<file path="src/rtl/simon_key_scheduler_if.sv">
// Handshake bundle between the SIMON key scheduler, its key source and the round-function stage.
// The scheduler uses the slave view; the key source / round consumer uses the master view.
interface simon_key_scheduler_if #(
  parameter int N  = 16,
  parameter int M  = 4,
  parameter int CB = 5
);
  logic           key_valid;
  logic [M*N-1:0] key_in;
  logic           key_ready;
  logic           rk_valid;
  logic           rk_ready;
  logic [N-1:0]   rk_out;
  logic [CB-1:0]  rk_round;
  logic           busy;
  logic           done;

  modport slave (
    input  key_valid, key_in, rk_ready,
    output key_ready, rk_valid, rk_out, rk_round, busy, done
  );

  modport master (
    output key_valid, key_in, rk_ready,
    input  key_ready, rk_valid, rk_out, rk_round, busy, done
  );
endinterface

</file>
<file path="src/rtl/simon_key_scheduler.sv">
// SIMON key schedule: holds a sliding window of the M newest key words and issues one round
// key per handshake, expanding the next word on the fly instead of storing the whole schedule.
module simon_key_scheduler #(
  parameter int N  = 16,
  parameter int M  = 4,
  parameter int T  = 32,
  parameter int J  = 0,
  parameter int CB = $clog2(T)
) (
  input  logic                        clk,
  input  logic                        rst,
  simon_key_scheduler_if.slave        bus
);

  typedef enum logic {IDLE, RUN} state_t;

  // Element 0 of each z sequence sits at index 0 of the ascending range.
  localparam logic [0:61] Z0 = 62'b11111010001001010110000111001101111101000100101011000011100110;
  localparam logic [0:61] Z1 = 62'b10001110111110010011000010110101000111011111001001100001011010;
  localparam logic [0:61] Z2 = 62'b10101111011100000011010010011000101000010001111110010110110011;
  localparam logic [0:61] Z3 = 62'b11011011101011000110010111100000010010001010011100110100001111;
  localparam logic [0:61] Z4 = 62'b11010001111001101011011000100000010111000011001010010011101111;
  localparam logic [0:61] ZSEL = (J == 0) ? Z0 :
                                 (J == 1) ? Z1 :
                                 (J == 2) ? Z2 :
                                 (J == 3) ? Z3 : Z4;

  localparam logic [CB-1:0] LAST_ROUND = CB'(T - 1);
  localparam logic [N-1:0]  CONST_3    = N'(3);
  localparam logic [5:0]    ZIDX_LAST  = 6'd61;

  state_t        state_q, state_d;
  logic [N-1:0]  win_q [M];
  logic [N-1:0]  win_d [M];
  logic [CB-1:0] count_q, count_d;
  logic [5:0]    zidx_q, zidx_d;
  logic          done_q, done_d;

  logic [N-1:0]  tmp;
  logic [N-1:0]  next_word;
  logic          key_hs;
  logic          rk_hs;
  logic          last_rk;

  // zidx tracks count mod 62 incrementally so no divider is needed for the z wrap.
  always_comb begin
    tmp = {win_q[M-1][2:0], win_q[M-1][N-1:3]};
    if (M == 4) begin
      tmp = tmp ^ win_q[1];
    end
    next_word = ~win_q[0] ^ tmp ^ {tmp[0], tmp[N-1:1]}
                ^ {{(N-1){1'b0}}, ZSEL[zidx_q]} ^ CONST_3;
  end

  assign key_hs  = (state_q == IDLE) && bus.key_valid;
  assign rk_hs   = (state_q == RUN) && bus.rk_ready;
  assign last_rk = (count_q == LAST_ROUND);

  always_comb begin
    state_d = state_q;
    count_d = count_q;
    zidx_d  = zidx_q;
    done_d  = 1'b0;
    win_d   = win_q;
    case (state_q)
      IDLE: begin
        if (key_hs) begin
          state_d = RUN;
          count_d = '0;
          zidx_d  = '0;
          for (int i = 0; i < M; i++) begin
            win_d[i] = bus.key_in[i*N +: N];
          end
        end
      end
      RUN: begin
        if (rk_hs) begin
          if (last_rk) begin
            state_d = IDLE;
            done_d  = 1'b1;
          end else begin
            for (int i = 0; i < M - 1; i++) begin
              win_d[i] = win_q[i+1];
            end
            win_d[M-1] = next_word;
            count_d    = count_q + CB'(1);
            zidx_d     = (zidx_q == ZIDX_LAST) ? 6'd0 : zidx_q + 6'd1;
          end
        end
      end
      default: state_d = IDLE;
    endcase
  end

  always_ff @(posedge clk or posedge rst) begin
    if (rst) begin
      state_q <= IDLE;
      count_q <= '0;
      zidx_q  <= '0;
      done_q  <= 1'b0;
      for (int i = 0; i < M; i++) begin
        win_q[i] <= '0;
      end
    end else begin
      state_q <= state_d;
      count_q <= count_d;
      zidx_q  <= zidx_d;
      done_q  <= done_d;
      for (int i = 0; i < M; i++) begin
        win_q[i] <= win_d[i];
      end
    end
  end

  // Window head and count are registered, so rk_out/rk_round hold still through stalls and IDLE.
  assign bus.key_ready = (state_q == IDLE);
  assign bus.rk_valid  = (state_q == RUN);
  assign bus.busy      = (state_q == RUN);
  assign bus.rk_out    = win_q[0];
  assign bus.rk_round  = count_q;
  assign bus.done      = done_q;

endmodule

</file>
<file path="src/flat_wrapper.sv">
// flat-port wrapper written by rule: the top's interface ports become plain ports
module simon_key_scheduler_flat 
#(
  parameter int N  = 16,
  parameter int M  = 4,
  parameter int T  = 32,
  parameter int J  = 0,
  parameter int CB = $clog2(T)
)
  (clk, rst, bus_key_valid, bus_key_in, bus_rk_ready, bus_key_ready, bus_rk_valid, bus_rk_out, bus_rk_round, bus_busy, bus_done);
  simon_key_scheduler_if #(.N(N), .M(M), .CB(CB)) bus_i ();
  input  logic clk;
  input  logic rst;
  input wire logic [$bits(bus_i.key_valid)-1:0] bus_key_valid;
  input wire logic [$bits(bus_i.key_in)-1:0] bus_key_in;
  input wire logic [$bits(bus_i.rk_ready)-1:0] bus_rk_ready;
  output wire logic [$bits(bus_i.key_ready)-1:0] bus_key_ready;
  output wire logic [$bits(bus_i.rk_valid)-1:0] bus_rk_valid;
  output wire logic [$bits(bus_i.rk_out)-1:0] bus_rk_out;
  output wire logic [$bits(bus_i.rk_round)-1:0] bus_rk_round;
  output wire logic [$bits(bus_i.busy)-1:0] bus_busy;
  output wire logic [$bits(bus_i.done)-1:0] bus_done;
  assign bus_i.key_valid = bus_key_valid;
  assign bus_i.key_in = bus_key_in;
  assign bus_i.rk_ready = bus_rk_ready;
  assign bus_key_ready = bus_i.key_ready;
  assign bus_rk_valid = bus_i.rk_valid;
  assign bus_rk_out = bus_i.rk_out;
  assign bus_rk_round = bus_i.rk_round;
  assign bus_busy = bus_i.busy;
  assign bus_done = bus_i.done;
  simon_key_scheduler #(.N(N), .M(M), .T(T), .J(J), .CB(CB)) u_core (.clk(clk), .rst(rst), .bus(bus_i));
endmodule
</file>
<file path="config.mk">
export PLATFORM = sky130hd
export DESIGN_NAME = simon_key_scheduler_flat
export DESIGN_NICKNAME = d
export VERILOG_FILES = /design/src/rtl/simon_key_scheduler_if.sv /design/src/rtl/simon_key_scheduler.sv /design/src/flat_wrapper.sv
export SDC_FILE = /design/constraint.sdc
export NUM_CORES = 1
export LEC_CHECK = 0
export CORE_MARGIN = 5
export CORE_UTILIZATION = 40
export CTS_CLUSTER_DIAMETER = 50
export DETAILED_ROUTE_END_ITERATION = 7
export GPL_TIMING_DRIVEN = 0
export PLACE_DENSITY = 0.75
export SYNTH_ARGS = -nofsm -noshare
export SYNTH_HDL_FRONTEND = slang
export SYNTH_SLANG_ARGS = --single-unit
export TNS_END_PERCENT = 30
</file>
<file path="constraint.sdc">
create_clock -name clk -period 2.3 [get_ports clk]
set_clock_uncertainty 0.1 [all_clocks]
set_input_delay 0.46 -clock clk [delete_from_list [all_inputs] [get_ports clk]]
set_output_delay 0.46 -clock clk [all_outputs]
set_load 0.02 [all_outputs]
</file>
==> results by group, run 1 <==
Outcome
  • Status: completed

Routing
  • TritonRoute pass-1 iters: 5
  • Routed wire length per instance: 17.6 µm
  • Residual DRC: 0
  • Antenna Violating Nets Remaining: 0
  • Routed vias/inst: 5.34
  • Total detailed-routing wirelength: 11800 µm
  • Vias: 3583
  • Initial DRC Count: 207

Logic synthesis
  • Mapped Avg Cell Area: 9.69 µm²
  • Mapped Nets: 499
  • Fraction of registers with async set or reset after synthesis: 100%
  • Cells after synthesis: 424
  • FF+latch count, synth: 77
  • Yosys warns: 0
  • Seq/Total Area, Yosys: 46.9%
  • Netlist cell types: 36
  • Top FF cell, synth: dfrtp_1
  • Post-synth EDFFs: 0
  • Synth top area share: 46.9%
  • Syn Std Cell Area: 4110 µm²
  • Top post-synthesis cells by area: dfrtp_1 (47%), xnor2_1 (9.2%), nand2_1 (8.4%)
  • Yosys top cell by area: dfrtp_1

Place
  • Placement Cell Area: 5240 µm²
  • Post-DP HPWL: 8880 µm
  • GPL Wtd Cong: 0.887
  • I/O Buffers: 92

Clocking
  • H-tree Lvls: 3
  • TritonCTS clock tree: yes
  • Total CTS buffers: 9
  • Clock sink count: 77
  • Maximum buffer depth of the clock tree: 2
  • Root buf cell: clkbuf_8
  • Worst-skew pair later-pin latency: 0.36 ns
  • Reg clk slew, reported paths: 0.09 ns
  • Hold_buf cts: 0

Cells and area
  • Area occupied by multi-input gates: 1910 µm²
  • Register area: 1930 µm²
  • Layout cells sized above 1: 11.8%
  • Final design instance area without fill: 5540 µm²
  • Fin util: 54.3%
  • Fillers: 899
  • # nets final: 605
  • P&R area growth vs syn: 34.8%
  • Ant diodes: 0

Worst setup path
  • CP bufs+invs: 1
  • Kind of critical path: reg2reg
  • Gate family responsible for the most delay along the worst path: simple AND/OR/NAND/NOR gates
  • CP most frequent cell: ha_1
  • Critical Path RT: 2.43 ns
  • Crit start category: flop
  • Slowest-stage cell, CP: dfrtp_2
  • Largest stage delay on the critical path: 0.45 ns
  • CP Cell Sequence: ha_1 > and3_1 > ha_1 > and3b_2 > nor2_2 > clkbuf_2 > a22oi_1 > o31ai_1
  • WP data arrival: 2.33 ns
  • Stages on the worst setup path: 8
  • R2R cell count: 8
  • Crit path capture type: flop
  • CP Max Fanout: 10

Floorplanning
  • DIE AREA: 12400 µm²
  • Die W: 111 µm
  • Io pins: 93
  • Num rows: 37
  • Die Ht: 111 µm
  • Initial Util: 40.3%
  • Core area: 10200 µm²

STA
  • Tightest hold margin: 0.286 ns
  • Period utilization: 95.8%
  • Period minus WS final: 2.20 ns
  • Setup TNS: 0 ns
  • Endpoints failing setup: 0
  • Slew @ Worst Pin: 0.575 ns
  • Slew Viols, Final: 0
  • Fmax: 0.454 GHz
  • RSZ-0062 raised after global routing: true
  • Headroom to the max-slew limit: 61.6%
  • Final hold viol count: 0

Global routing
  • Vias in the first global route: 3746
  • GRT Overall Usage: 19.4%
  • GRT Residual Overflow: 0
  • Initial antenna violation count: 0
  • First-pass GRT wire length: 19100 µm
  • Largest net degree at the start of global routing: 38

Worst hold path
  • Hold Path Class: in2async

Power
  • Net Sw Frac: 39.6%
  • Power Dens Cells: 1470 nW/µm²
  • Pint: 4.91 mW
  • Peak VDD IR: 607 µV
  • Clock Power Share: 15.3%
  • Net switching power: 3.21 mW
  • Leak: 2.56 nW
  • Combinational share of power: 51.9%
  • Reg power frac: 32.8%

Flow run
  • Max cap viols: 0
## synthesized netlist by cell type (2+ instances only)
| master | number |
|---|---|
| a21oi_1 | 3 |
| a22oi_1 | 41 |
| and3_1 | 2 |
| buf_1 | 4 |
| buf_2 | 15 |
| buf_4 | 18 |
| clkbuf_1 | 7 |
| dfrtp_1 | 77 |
| ha_1 | 7 |
| inv_1 | 5 |
| mux2i_1 | 25 |
| nand2_1 | 92 |
| nand3_1 | 5 |
| nand4_1 | 2 |
| nor2_1 | 6 |
| nor2b_1 | 2 |
| o21ai_0 | 3 |
| o21ai_1 | 41 |
| o31ai_1 | 3 |
| xnor2_1 | 43 |
| xor2_1 | 8 |
## cells in the final DEF (no fill, tap or decap), types with 8 or more instances in the layout
| cell type | instances |
|---|---|
| xnor2_1 | 43 |
| o21ai_1 | 41 |
| dfrtp_1 | 76 |
| nand2_1 | 92 |
| buf_4 | 28 |
| xor2_1 | 8 |
| a22oi_1 | 41 |
| mux2i_1 | 25 |
| clkdlybuf4s50_1 | 91 |
| clkbuf_8 | 9 |
## timing repair
item                                    CTS  global route
gates resized for setup                  15            13
buffers inserted                          0             1
endpoints found under the setup margin   50            75
pin swaps                                 0             1
gates cloned                              0             0
## power by group through the flow
stage,Combinational (mW),Clock (mW),Sequential [mW]
after floorplan,3.10,0,2.52
after CTS,4.21,1.24,2.65
after detailed placement,4.15,0,2.67
after global placement,3.98,0,2.64
after global routing,4.61,1.31,2.74
final,4.21,1.24,2.66
## through the flow
stage          worst slack, ns  total power [mW]  instances
2_1_floorplan            0.152              5.63        424
3_3_place_gp            -0.175              6.63        652
3_5_place_dp            -0.225              6.82        654
4_1_cts               -0.00322              8.10        670
5_1_grt                -0.0282              8.65        671
6_report                0.0977              8.12        671
## worst reg2reg max path, cell delays in order, from the launching register on
cell and delay [ns]:
dfrtp_2 0.45, ha_1 0.24, and3_1 0.19, ha_1 0.20, and3b_2 0.31, nor2_2 0.07
clkbuf_2 0.22, a22oi_1 0.19, o31ai_1 0.09
## sequential cells by signal, indices dropped and copies added, names as in the netlist
signal / count
u_core.win_q: 48
u_core.bus.rk_out: 16
u_core.zidx_q: 6
u_core.bus.rk_round: 5
u_core.bus.busy: 1
u_core.bus.done: 1
## layer usage
| metal | up-vias | routed length [µm] | global-route usage [%] |
|---|---|---|---|
| met4 | 0 | 313 | 9.33 |
| met5 | - | 0 | 0 |
| met3 | 27 | 723 | 3.48 |
| met2 | 143 | 5750 | 30.9 |
| li1 | 1653 | - | - |
| met1 | 1760 | 5050 | 25.6 |
## area by class of cell
cell class                      count  share of cell area [%]
Buffer                             44                    5.31
Tap cell                          136                    3.07
Sequential cell                    77                    34.8
Inverter                            5                   0.407
Clock inverter                      6                    2.01
Clock buffer                       10                    2.31
Multi-Input combinational cell    298                    34.6
Timing Repair Buffer               95                    17.5
## cell families after synthesis
logic type	synth area share (%)
multiplexers	6.37
flip-flops	46.9
adder cells (fa/ha/maj)	2.13
buffers and inverters	6.58
AO/OA/AOI/OAI	15.2
AND/OR/NAND/NOR	11.6
XOR/XNOR	11.3
## path summary, 6_finish.rpt
kind | from | to | slack, ns
max | u_core.bus.rk_round[0] | u_core.win_q[0] | 0.1
min | rst | u_core.bus.rk_round[1] | 0.29
max reg2reg | u_core.bus.rk_round[0] | u_core.win_q[0] | 0.1
min reg2reg | u_core.win_q[25] | u_core.win_q[25] | 0.39
max in group asynchronous | rst | u_core.win_q[26] | 1.10
min in group clk | u_core.win_q[25] | u_core.win_q[25] | 0.39
No activity file was read; power rests on OpenSTA's default activity.
==> run 2, diff against run 1 <==
--- a/config.mk
+++ b/config.mk
@@ -7,6 +7,7 @@
 export LEC_CHECK = 0
 export CORE_MARGIN = 5
 export CORE_UTILIZATION = 40
+export CTS_BUF_LIST = sky130_fd_sc_hd__clkbuf_4 sky130_fd_sc_hd__clkbuf_8
 export CTS_CLUSTER_DIAMETER = 50
 export DETAILED_ROUTE_END_ITERATION = 7
 export GPL_TIMING_DRIVEN = 0
==> run 2 against run 1 <==
Net effect:
- global-route usage down 0.081 points
- design area about the same
- combinational power about the same
- worst hold slack better by 0.0038 ns
- largest power group unchanged
- wire length up 0.27%
- total power up 0.15%
- final cell count unchanged
- critical path depth up 1
- die area unchanged
==> results by group, run 2 (synthesized netlist as in run 1, its figures left out) <==
Outcome
  • Status: completed

STA
  • Headroom to the max-slew limit: 59.5% (-2.1 points)
  • Slew @ Worst Pin: 0.607 ns (+0.0317 ns)
  • Period utilization: 95.9% (+0.13 points)
  • Final hold viol count: 0 (unchanged)
  • Period minus WS final: 2.21 ns (+0.00291 ns)
  • RSZ-0062 raised after global routing: true
  • Slew Viols, Final: 0 (unchanged)
  • Tightest hold margin: 0.289 ns (+0.00375 ns)
  • Setup TNS: 0 ns (unchanged)
  • Endpoints failing setup: 0 (unchanged)
  • Fmax: 0.453 GHz (-0.13%)

Clocking
  • Maximum buffer depth of the clock tree: 2 (unchanged)
  • Root buf cell: clkbuf_8
  • Worst-skew pair later-pin latency: 0.36 ns (about the same)
  • Reg clk slew, reported paths: 0.09 ns (about the same)
  • TritonCTS clock tree: yes
  • Total CTS buffers: 9 (unchanged)
  • H-tree Lvls: 3 (unchanged)
  • Clock sink count: 77 (unchanged)

Cells and area
  • Max FFs per register: 48 (unchanged)
  • P&R area growth vs syn: 34.8% (about the same)
  • Most frequent cells in the layout: nand2_1 (92), clkdlybuf4s50_1 (91), dfrtp_1 (76)
  • Register name with the most flops: u_core.win_q
  • Layout cells sized above 1: 12.0% (+0.19 points)
  • Commonest non-fill, non-tap cell in the layout: nand2_1
  • # nets final: 605 (unchanged)
  • Final design instance area without fill: 5540 µm² (about the same)
  • Fillers: 900 (+0.11%)
  • Ant diodes: 0 (unchanged)

Place
  • I/O Buffers: 92 (unchanged)
  • Post-DP HPWL: 8880 µm (unchanged)
  • GPL Wtd Cong: 0.887 (unchanged)
  • Placement Cell Area: 5240 µm² (unchanged)

Routing
  • Residual DRC: 0 (unchanged)
  • Antenna Violating Nets Remaining: 0 (unchanged)
  • Initial DRC Count: 184 (-11%)
  • Routed vias/inst: 5.35 (+0.11%)
  • Total detailed-routing wirelength: 11900 µm (+0.27%)
  • Routed wire length per instance: 17.7 µm (+0.27%)
  • Vias: 3587 (+0.11%)
  • TritonRoute pass-1 iters: 5 (unchanged)

Worst hold path
  • Hold Path Class: in2async

Worst setup path
  • Crit start category: flop
  • Largest stage delay on the critical path: 0.45 ns (about the same)
  • WP data arrival: 2.34 ns (about the same)
  • CP Max Fanout: 10 (unchanged)
  • Kind of critical path: reg2reg
  • Crit path capture type: flop
  • CP Cell Sequence: ha_1 > and3_1 > ha_1 > and3b_2 > nor2_2 > buf_4 > buf_4 > nand2_1 > o21ai_0
  • Critical Path RT: 2.44 ns (about the same)
  • Slowest-stage cell, CP: dfrtp_2

Floorplanning
  • Die Ht: 111 µm (unchanged)
  • Die W: 111 µm (unchanged)
  • Initial Util: 40.3% (unchanged)
  • DIE AREA: 12400 µm² (unchanged)
  • Core area: 10200 µm² (unchanged)
  • Io pins: 93 (unchanged)
  • Num rows: 37 (unchanged)

Flow run
  • Max cap viols: 0 (unchanged)

Global routing
  • Vias in the first global route: 3752 (+0.16%)
  • Largest net degree at the start of global routing: 38 (unchanged)
  • First-pass GRT wire length: 19100 µm (-0.22%)
  • GRT Overall Usage: 19.3% (-0.081 points)
  • Initial antenna violation count: 0 (unchanged)
  • GRT Residual Overflow: 0 (unchanged)

Power
  • Leak: 2.56 nW (+0.13%)
  • Power Dens Cells: 1470 nW/µm² (about the same)
  • Peak VDD IR: 610 µV (+0.52%)
  • Power Total: 8.13 mW (+0.15%)
run 2: cell types whose count changed in the layout (fill, tap and decap cells not counted):
cell and change:
clkbuf_4 +1, clkbuf_1 -1
run 2: final cells by class:
type	instances	area (µm²)	area share [%]
Tap cell	136	170	3.07
Buffer	44	294	5.31
Sequential cell	77	1930	34.8
Clock inverter	6	111	2.01
Multi-Input combinational cell	298	1910	34.6
Clock buffer	10	131	2.37
Inverter	5	22.5	0.407
Timing Repair Buffer	95	967	17.5
run 2: report_power, final:
part	internal [mW]	switching [mW]
registers	2.01	0.660
clock network	0.733	0.520
logic	2.18	2.04
run 2: worst paths after layout:
path                                             start                     end  slack, ns  cells after the start
worst max-delay path            u_core.bus.rk_round[0]        u_core.zidx_q[1]       0.09                      9
worst min-delay path                               rst  u_core.bus.rk_round[4]       0.29                      2
worst max register to register  u_core.bus.rk_round[0]        u_core.zidx_q[1]       0.09                      9
worst min register to register        u_core.win_q[25]        u_core.win_q[25]       0.39                      2
max in group asynchronous                          rst        u_core.win_q[38]       1.10                      4
min in group clk                      u_core.win_q[25]        u_core.win_q[25]       0.39                      2
run 2: metrics by stage:
step                      std cells  util (%)  setup slack, ns
final                           671      54.4           0.0948
after detailed placement        654      51.5           -0.225
after global placement          652      51.1           -0.175
after global routing            671      54.4          -0.0282
after floorplan                 424         -            0.152
after CTS                       670      54.1         -0.00322
run 2: metal layers:
layer	vias up	part of all wire, %	GRT usage, %
met5	-	0	0
met4	0	2.6	9.00
met3	29	6.1	3.15
met2	160	49	31.0
met1	1751	42	25.6
li1	1647	-	-
run 2: worst max-delay path: cells and delay by family (launching register included):
family	cells	cell delay [ns]
compound gates	1	0.08
fa+ha+maj	2	0.44
buf+inv	2	0.37
flops	1	0.45
simple gates	4	0.64
run 2: repair_timing:
item                                    in CTS  in global routing
cloned                                       0                  0
resized for setup                           15                 13
pin swaps                                    0                  1
hold buffers                                 0                  0
setup buffers                                0                  1
endpoints found under the setup margin      50                 75
endpoints found under the hold margin        0                  0
==> run 3, diff against run 2 <==
--- a/config.mk
+++ b/config.mk
@@ -5,7 +5,6 @@
 export SDC_FILE = /design/constraint.sdc
 export NUM_CORES = 1
 export LEC_CHECK = 0
-export CORE_MARGIN = 5
 export CORE_UTILIZATION = 40
 export CTS_BUF_LIST = sky130_fd_sc_hd__clkbuf_4 sky130_fd_sc_hd__clkbuf_8
 export CTS_CLUSTER_DIAMETER = 50
==> run 3 against run 2 <==
Net effect:
- worst hold slack gained 0.018 ns
- global-route usage grew 3.4 points
- via count shrank 1.4%
- first-iteration DRC count grew 46%
- clock power shrank 6%
- total power shrank 0.95%
==> results by group, run 3 (synthesized netlist as in run 1, its figures left out) <==
Outcome
  • Status: completed

STA
  • Fmax: 0.450 GHz (-0.82%)
  • Period minus WS final: 2.22 ns (+0.0183 ns)
  • Endpoints failing setup: 0 (unchanged)
  • Slew @ Worst Pin: 0.566 ns (-0.0411 ns)
  • Headroom to the max-slew limit: 62.3% (+2.7 points)
  • Final WS setup: 0.0765 ns (-0.0183 ns)
  • Slew Viols, Final: 0 (unchanged)
  • Tightest hold margin: 0.307 ns (+0.0175 ns)
  • Period utilization: 96.7% (+0.80 points)
  • Final hold viol count: 0 (unchanged)

Power
  • Leak: 2.57 nW (+0.15%)
  • Net Sw Frac: 40.0% (+0.44 points)
  • Net switching power: 3.22 mW (+0.15%)
  • Pint: 4.84 mW (-1.7%)
  • Combinational share of power: 52.4% (+0.6 points)
  • Reg power frac: 33.1% (+0.3 points)
  • Power Dens Cells: 1460 nW/µm² (-0.66%)
  • Clock Power Share: 14.5% (-0.9 points)
  • Peak VDD IR: 603 µV (-1.1%)

Worst setup path
  • Crit path capture type: flop
  • Kind of critical path: reg2reg
  • Internal reg-to-reg setup slack: 0.08 ns (-0.02 ns)
  • CP most frequent cell: ha_1
  • Slowest-stage cell, CP: dfrtp_2
  • CP Cell Sequence: ha_1 > and3_1 > ha_1 > and3b_2 > clkbuf_4 > buf_2 > a22oi_1 > nand2_1
  • Critical Path RT: 2.49 ns (+0.05 ns)
  • WP data arrival: 2.42 ns (+0.08 ns)
  • Crit Reg-Reg Endpoint: u_core.bus.rk_out[4]
  • R2R cell count: 8 (-1)
  • Crit start category: flop
  • Critical R2R Launch: u_core.bus.rk_round[0]
  • Worst Setup SP: u_core.bus.rk_round[0]
  • Largest stage delay on the critical path: 0.44 ns (about the same)
  • Setup crit end: u_core.bus.rk_out[4]
  • CP Max Fanout: 10 (unchanged)

Routing
  • Initial DRC Count: 268 (+46%)
  • Routed vias/inst: 5.30 (-0.80%)
  • TritonRoute pass-1 iters: 5 (unchanged)
  • Routed wire length per instance: 17.2 µm (-2.9%)
  • Antenna Violating Nets Remaining: 0 (unchanged)
  • Residual DRC: 0 (unchanged)
  • Total detailed-routing wirelength: 11500 µm (-3.5%)
  • Vias: 3537 (-1.4%)

Place
  • Post-DP HPWL: 8510 µm (-4.1%)
  • Placement Cell Area: 5240 µm² (about the same)
  • I/O Buffers: 92 (unchanged)
  • Placed insts: 651 (-0.46%)
  • Pre-CTS setup slack: -0.219 ns (+0.00613 ns)
  • GPL Wtd Cong: 0.820 (-7.5%)

Global routing
  • GRT Residual Overflow: 0 (unchanged)
  • Largest net degree at the start of global routing: 41 (+7.9%)
  • GRT Overall Usage: 22.7% (+3.4 points)
  • First-pass GRT wire length: 17700 µm (-7.1%)
  • Initial antenna violation count: 0 (unchanged)
  • Vias in the first global route: 3558 (-5.2%)

Cells and area
  • Max FFs per register: 48 (unchanged)
  • # nets final: 604 (-0.17%)
  • Area occupied by multi-input gates: 1920 µm² (+0.39%)
  • Most frequent cells in the layout: nand2_1 (92), clkdlybuf4s50_1 (91), dfrtp_1 (76)
  • Fin util: 56.0% (+1.6 points)
  • Commonest non-fill, non-tap cell in the layout: nand2_1
  • Final design instance area without fill: 5520 µm² (-0.29%)
  • Ant diodes: 0 (unchanged)
  • Layout cells sized above 1: 12.0% (+0.022 points)
  • Register area: 1930 µm² (unchanged)
  • Register name with the most flops: u_core.win_q
  • P&R area growth vs syn: 34.5%
  • Fin cells: 667 (-0.60%)
  • Fillers: 826 (-8.2%)

Floorplanning
  • Die W: 103 µm (-7.2%)
  • Io pins: 93 (unchanged)
  • DIE AREA: 10700 µm² (-14%)
  • Core area: 9860 µm² (-3.1%)
  • Die Ht: 103 µm (-7.2%)
  • Num rows: 36 (-2.7%)
  • Initial Util: 41.6% (+1.3 points)

Clocking
  • Hold_buf cts: 0 (unchanged)
  • Maximum buffer depth of the clock tree: 2 (unchanged)
  • TritonCTS clock tree: yes
  • H-tree Lvls: 3 (unchanged)
  • Worst-skew pair later-pin latency: 0.35 ns (about the same)
  • Total CTS buffers: 9 (unchanged)
  • Root buf cell: clkbuf_8
  • Clock sink count: 77 (unchanged)
  • Reg clk slew, reported paths: 0.08 ns (about the same)

Worst hold path
  • Hold Path Class: in2async

Flow run
  • Max cap viols: 0 (unchanged)
[run 3: cell count changes in the layout (fill, tap and decap cells not counted)]
cell / before / now
clkinv_2: 1 / 0
buf_4: 28 / 24
bufinv_16: 3 / 2
o41ai_1: 1 / 0
clkbuf_8: 9 / 10
clkinvlp_4: 2 / 3
dlygate4sd2_1: 1 / 0
clkbuf_4: 3 / 5
dlymetal6s2s_1: 0 / 1
o41ai_2: 0 / 1
clkbuf_2: 3 / 4
[run 3: area by class of cell]
| class | count | share of cell area [%] |
|---|---|---|
| clock buffer | 11 | 2.63 |
| sequential | 77 | 34.9 |
| buffer | 44 | 5.28 |
| multi-input combinational | 298 | 34.8 |
| timing repair buffer | 94 | 17.4 |
| inverter | 5 | 0.408 |
| clock inverter | 5 | 1.52 |
| tap | 133 | 3.01 |
[run 3: timing repair]
| action | 4_1_cts | 5_1_grt |
|---|---|---|
| gates resized for setup | 10 | 18 |
| buffers inserted | 0 | 0 |
| setup endpoints to repair | 36 | 72 |
[run 3: worst min path at each step]
stage                           from  slack [ns]                      to  cells after the start
global placement    u_core.win_q[31]        0.36        u_core.win_q[31]                      2
CTS                              rst        0.32    u_core.bus.rk_out[1]                      2
floorplan           u_core.win_q[31]        0.35        u_core.win_q[31]                      2
detailed placement  u_core.win_q[31]        0.37        u_core.win_q[31]                      2
global route                     rst        0.33  u_core.bus.rk_round[4]                      2
finish                           rst        0.31    u_core.bus.rk_out[1]                      2
[run 3: worst max-delay path: cells and delay by family, from the launching register on]
kind | cells | cell delay [ns]
buf+inv | 2 | 0.51
simple gates | 3 | 0.58
flops | 1 | 0.44
fa+ha+maj | 2 | 0.44
compound gates | 1 | 0.10
[run 3: stage by stage]
step | power (mW) | setup TNS [ns]
6_report | 8.06 | 0
5_1_grt | 8.58 | -0.00466
4_1_cts | 8.03 | -0.000471
3_5_place_dp | 6.81 | -6.45
3_3_place_gp | 6.63 | -6.03
2_1_floorplan | 5.63 | 0
[run 3: per-layer routing]
layer  share of wire, %  track usage, %
met1                 42            28.9
met2                 50            39.4
met3                5.5            3.36
met4                1.5            8.34
met5                  0               0
[run 3: power by group through the flow]
| stage | logic, mW | registers, mW | clock network, mW |
|---|---|---|---|
| 2_1_floorplan | 3.10 | 2.52 | 0 |
| 3_3_place_gp | 3.99 | 2.64 | 0 |
| 3_5_place_dp | 4.15 | 2.67 | 0 |
| 4_1_cts | 4.22 | 2.64 | 1.17 |
| 5_1_grt | 4.64 | 2.72 | 1.23 |
| 6_report | 4.23 | 2.66 | 1.17 |
